## config.mk

```make
export PLATFORM = sky130hd
export DESIGN_NAME = seqdiv_64
export DESIGN_NICKNAME = d
export VERILOG_FILES = /design/src/rtl/seqdiv_pkg.sv /design/src/rtl/divstep_64.sv /design/src/rtl/seqdiv_64.sv
export SDC_FILE = /design/constraint.sdc
export NUM_CORES = 1
export LEC_CHECK = 0
export ABC_AREA = 1
export BUFFER_PORTS_ARGS = -buffer_cell sky130_fd_sc_hd__buf_2
export CORE_MARGIN = 3
export CORE_UTILIZATION = 45
export DETAILED_ROUTE_END_ITERATION = 7
export GPL_ROUTABILITY_DRIVEN = 0
export HOLD_SLACK_MARGIN = 0.03
export PLACE_DENSITY = 0.67
export SYNTH_ARGS = -nofsm -noshare
export SYNTH_HDL_FRONTEND = slang
export SYNTH_SLANG_ARGS = --single-unit
```

## constraint.sdc

```tcl
create_clock -name clk -period 2.1 [get_ports clk]
set_input_delay 0.315 -clock clk [delete_from_list [all_inputs] [get_ports clk]]
set_output_delay 0.315 -clock clk [all_outputs]
set_load 0.005 [all_outputs]
```

## src/rtl/seqdiv_pkg.sv

```systemverilog
// Shared constants and types for the 128/64 restoring divider.
package seqdiv_pkg;

  localparam int unsigned WIDTH_C    = 64;
  localparam int unsigned STEP_CNT_W = 6;

  typedef enum logic [1:0] {
    IDLE = 2'd0,
    RUN  = 2'd1,
    DONE = 2'd2
  } div_state_t;

endpackage : seqdiv_pkg

```

## src/rtl/divstep_64.sv

```systemverilog
// One radix-2 restoring division step: shift in a dividend bit, subtract if it fits.
module divstep_64
  import seqdiv_pkg::*;
#(
  parameter int unsigned WIDTH = WIDTH_C
) (
  input  logic [WIDTH:0]   rem_i,
  input  logic             shift_in,
  input  logic [WIDTH-1:0] divisor,
  output logic [WIDTH:0]   rem_o,
  output logic             qbit
);

  logic [WIDTH+1:0] trial;
  logic [WIDTH+1:0] diff;

  // Trial is kept one bit wider than the remainder so no carry is ever lost.
  always_comb begin
    trial = {rem_i, shift_in};
    diff  = trial - {2'b00, divisor};
    qbit  = (trial >= {2'b00, divisor});
    rem_o = qbit ? (WIDTH+1)'(diff) : (WIDTH+1)'(trial);
  end

endmodule : divstep_64

```

## src/rtl/seqdiv_64.sv

```systemverilog
// Iterative 128/64 unsigned divider, one quotient bit per clock, start/done handshake.
module seqdiv_64
  import seqdiv_pkg::*;
#(
  parameter int unsigned WIDTH = WIDTH_C
) (
  input  logic               clk,
  input  logic               rst_n,
  input  logic               start,
  input  logic [2*WIDTH-1:0] dividend,
  input  logic [WIDTH-1:0]   divisor,
  output logic               busy,
  output logic               done,
  output logic [WIDTH-1:0]   quotient,
  output logic [WIDTH-1:0]   remainder,
  output logic               div_by_zero,
  output logic               overflow
);

  div_state_t            state_q, state_d;
  logic [WIDTH:0]        rem_q, rem_d;
  logic [WIDTH-1:0]      q_q, q_d;
  logic [WIDTH-1:0]      dvsr_q, dvsr_d;
  logic [STEP_CNT_W-1:0] cnt_q, cnt_d;
  logic                  busy_q, busy_d;
  logic                  done_q, done_d;
  logic [WIDTH-1:0]      quot_q, quot_d;
  logic [WIDTH-1:0]      remd_q, remd_d;
  logic                  dbz_q, dbz_d;
  logic                  ovf_q, ovf_d;

  logic [WIDTH:0]        step_rem;
  logic                  step_qbit;
  logic [WIDTH-1:0]      q_next;

  divstep_64 #(.WIDTH(WIDTH)) u_step (
    .rem_i    (rem_q),
    .shift_in (q_q[WIDTH-1]),
    .divisor  (dvsr_q),
    .rem_o    (step_rem),
    .qbit     (step_qbit)
  );

  assign q_next = {q_q[WIDTH-2:0], step_qbit};

  // Next-state and registered-output logic.
  always_comb begin
    state_d = state_q;
    rem_d   = rem_q;
    q_d     = q_q;
    dvsr_d  = dvsr_q;
    cnt_d   = cnt_q;
    busy_d  = busy_q;
    done_d  = 1'b0;
    quot_d  = quot_q;
    remd_d  = remd_q;
    dbz_d   = dbz_q;
    ovf_d   = ovf_q;

    unique case (state_q)
      IDLE: begin
        if (start) begin
          busy_d = 1'b1;
          dbz_d  = 1'b0;
          ovf_d  = 1'b0;
          dvsr_d = divisor;
          cnt_d  = '0;
          if (divisor == '0) begin
            dbz_d   = 1'b1;
            quot_d  = '1;
            remd_d  = dividend[WIDTH-1:0];
            done_d  = 1'b1;
            state_d = DONE;
          end else if (dividend[2*WIDTH-1:WIDTH] >= divisor) begin
            // Quotient would need more than WIDTH bits.
            ovf_d   = 1'b1;
            quot_d  = '1;
            remd_d  = dividend[WIDTH-1:0];
            done_d  = 1'b1;
            state_d = DONE;
          end else begin
            rem_d   = {1'b0, dividend[2*WIDTH-1:WIDTH]};
            q_d     = dividend[WIDTH-1:0];
            state_d = RUN;
          end
        end
      end
      RUN: begin
        rem_d = step_rem;
        q_d   = q_next;
        cnt_d = STEP_CNT_W'(cnt_q + 1'b1);
        if (cnt_q == STEP_CNT_W'(WIDTH - 1)) begin
          quot_d  = q_next;
          remd_d  = step_rem[WIDTH-1:0];
          done_d  = 1'b1;
          cnt_d   = '0;
          state_d = DONE;
        end
      end
      DONE: begin
        busy_d  = 1'b0;
        state_d = IDLE;
      end
      default: begin
        busy_d  = 1'b0;
        state_d = IDLE;
      end
    endcase
  end

  always_ff @(posedge clk or negedge rst_n) begin
    if (!rst_n) begin
      state_q <= IDLE;
      rem_q   <= '0;
      q_q     <= '0;
      dvsr_q  <= '0;
      cnt_q   <= '0;
      busy_q  <= 1'b0;
      done_q  <= 1'b0;
      quot_q  <= '0;
      remd_q  <= '0;
      dbz_q   <= 1'b0;
      ovf_q   <= 1'b0;
    end else begin
      state_q <= state_d;
      rem_q   <= rem_d;
      q_q     <= q_d;
      dvsr_q  <= dvsr_d;
      cnt_q   <= cnt_d;
      busy_q  <= busy_d;
      done_q  <= done_d;
      quot_q  <= quot_d;
      remd_q  <= remd_d;
      dbz_q   <= dbz_d;
      ovf_q   <= ovf_d;
    end
  end

  assign busy        = busy_q;
  assign done        = done_q;
  assign quotient    = quot_q;
  assign remainder   = remd_q;
  assign div_by_zero = dbz_q;
  assign overflow    = ovf_q;

endmodule : seqdiv_64

```

==> out/results.txt <==
Post-Syn Area -> 24100 um^2
CTS Sinks -> 333
CTS tree -> built
CP Capture Type -> register
Post-synth EDFFs -> 0
Largest net degree at the start of global routing -> 87
IO Pins -> 327
Number of global-route vias before repair -> 25.3k
Starting Density -> 0.456
Drt pass-1 iters -> 8
Area contributors post-synth -> dfrtp_1 (35%), nand2_1 (25%), nand3_1 (7.7%)
Die area -> 56300 um^2
Synth Area per Inst -> 6.52 um^2
# setup viols final -> 239
Post-Place Cells -> 5116
CP max FO -> 8
Number of vias per cell -> 5.56
Maximum vdd drop -> 0.971 mV
Core area -> 52800 um^2
Top_reg_cell synth -> dfrtp_1
CTS HTree Levels -> 2
Root buf cell -> clkbuf_16
Worst Skew -> 0.0310 ns
Synth unique cells -> 42
Yosys Warn Count -> 0
Leak Pwr -> 20.6 nW
Maxcap violations -> 0
Total power draw -> 0.0759 W
Post-DP HPWL -> 73.2 mm
Routed Antenna Nets -> 0
Post-synthesis net count -> 4017
Fmax -> 381 MHz
Final hold violations -> 0
Setup crit start kind -> register
Worst EP arrival -> 3.13 ns
Top cell type by total area after synthesis -> dfrtp_1
Top cell type's share of synthesized area -> 0.346
Slew Viols, Final -> 0
Seq/Total Area, Yosys -> 0.346
TritonCTS buffer count -> 38
Post-Layout Cell Count -> 5300
Gr ovfl total -> 0
Initial antenna violation count -> 9
Total wire length -> 110 mm
Synthesis-to-finish area growth -> 54.7%
Setup ws final -> -0.527 ns
I/O Buffers -> 326
Worst-margin pin slew -> 0.845 ns
Placed cell area -> 30500 um^2
WP data required -> 2.61 ns
Drt drc -> 3
Post-layout instance area -> 37200 um^2
Die Y -> 237 um
WHS -> 0.0391 ns
Global-route wire length before repair -> 141 mm
FP Rows -> 84
Layout cell share with drive strength beyond 1 -> 0.386
Ys async rst share -> 1.00
Worst-Skew Late Latency -> 0.59 ns
Yosys reg bits -> 333
Layout Nets -> 4901
Post-synthesis cell count -> 3692
RSZ-0062 raised after global routing -> yes
Drt wl/cell -> 20.7 um
Via count -> 29.5k
GRT Total Usage -> 0.318
Longest Clk Path Bufs -> 3
Tcrit/Tclk final -> 1.25
Clk pin slew, worst setup/hold paths -> 0.07 ns
Chip width -> 237 um
Hold crit path type -> input port to register
Failing checks -> DRC, setup timing
Period minus WS final -> 2.63 ns
Status -> finished with violations
Pwr dens -> 2040 nW/um^2
Initial DRC count -> 3418
Crit Path Class -> register to register
Max-slew headroom -> 0.437
-- layer usage --
metal,GRT usage,part of all wire,up-vias
li1,-,-,13400
met3,0.0440,0.10,492
met5,0,0,-
met2,0.508,0.44,1919
met4,0.164,0.079,0
met1,0.424,0.38,13700
-- power by group --
group	internal, W	switching (W)	leakage [nW]
clock network	0.00413	0.00294	0.640
logic	0.0237	0.0327	15.8
registers	0.00959	0.00274	4.13
total	0.0374	0.0384	20.6
-- Yosys cell counts (3+ instances only) --
| library cell | n |
|---|---|
| nand2_1 | 1588 |
| inv_1 | 493 |
| nand3_1 | 371 |
| dfrtp_1 | 333 |
| nor2_1 | 131 |
| ha_1 | 129 |
| o21ai_0 | 120 |
| nand4_1 | 86 |
| a21oi_1 | 77 |
| clkbuf_1 | 65 |
| buf_2 | 39 |
| o21ai_1 | 34 |
| xor2_1 | 31 |
| nand3_2 | 30 |
| buf_4 | 19 |
| inv_2 | 17 |
| nor3_1 | 17 |
| nor2_2 | 16 |
| nor4_1 | 16 |
| buf_6 | 13 |
| nand2_2 | 12 |
| nand4_2 | 10 |
| buf_1 | 7 |
| nor2_4 | 7 |
| buf_12 | 3 |
| nand2_4 | 3 |
| o21a_1 | 3 |
| xnor2_1 | 3 |
-- worst max-delay path, cell delays in order, from the launching register on --
cell and delay [ns]:
dfrtp_1 0.39, inv_1 0.11, ha_4 0.22, nand2_4 0.06, inv_1 0.04, nand2_1 0.08, nand2_2 0.07, nand2_2 0.07
nand3_4 0.10, a21oi_4 0.17, nor2_2 0.07, nor2_4 0.22, buf_6 0.22, buf_12 0.15, nand4_1 0.25, nand3_1 0.19
nand2_1 0.06, nand2_1 0.05
-- layout make-up --
| cell class | count | area [um^2] |
|---|---|---|
| clock buffers | 58 | 1180 |
| fillers | 3998 | 15500 |
| multi-input cells | 2700 | 16500 |
| diodes | 9 | 22.5 |
| well taps | 688 | 861 |
| repair inverters | 1 | 11.3 |
| repair buffers | 990 | 8210 |
| clock inverters | 9 | 128 |
| flip-flops and latches | 333 | 8340 |
| inverters | 512 | 1950 |
-- logic make-up after synthesis --
logic type	after synthesis	share of synthesized area
AOI/OAI and AO/OA	242	0.0516
xor gates and xnor gates	34	0.0124
DFF	333	0.346
buffers and inverters	659	0.114
adders and majority gates	130	0.0679
and+or+nand+nor	2294	0.408
-- state kept, by name (all words and copies together), names as in the netlist --
| register | count |
|---|---|
| busy | 1 |
| dvsr_q | 64 |
| div_by_zero | 1 |
| remainder | 64 |
| done | 1 |
| q_q | 64 |
| rem_q | 65 |
| cnt_q | 6 |
| quotient | 64 |
| overflow | 1 |
| state_q | 2 |
-- path summary, 6_finish.rpt --
check / end / cells after the start / from / slack, ns
min: dvsr_q[24] / 3 / divisor[24] / 0.04
max: rem_q[49] / 17 / dvsr_q[36] / -0.53
min in group asynchronous: dvsr_q[12] / 2 / rst_n / 0.24
max in group asynchronous: remainder[1] / 3 / rst_n / 1.08
min reg2reg: dvsr_q[50] / 2 / dvsr_q[50] / 0.49
max reg2reg: rem_q[49] / 17 / dvsr_q[36] / -0.53
-- metrics by stage --
stage	util	setup slack (ns)	setup TNS [ns]
after CTS	0.618	-0.468	-78.58
final	0.706	-0.527	-71.72
after floorplan	-	-0.0561	-6.02
after detailed placement	0.578	-0.844	-205.05
after global placement	0.578	-0.783	-191.63
after global routing	0.706	-0.620	-90.76
-- layout by cell type (no fill, tap or decap), drive strengths merged, types with 2 or more instances in the layout --
cell    count
nor3       18
o21bai      2
bufinv      2
buf       952
o22ai       2
clkinv      7
xnor2       3
xor2       31
nand4      96
o21ai     154
nand2    1603
diode       9
nor2      154
dfrtp     333
inv       512
o21a        3
clkbuf     95
nor4       16
a21oi      79
nand3     402
ha        129
and2        2
-- repair_timing --
action / CTS / global route
pin swaps: 16 / 223
cloned: 1 / 53
gates resized for setup: 151 / 704
hold buffers: 1 / 0
endpoints found under the hold margin: 38 / 0
buffers inserted: 10 / 47
endpoints found under the setup margin: 259 / 259
Power figures use the tool's default switching activity.
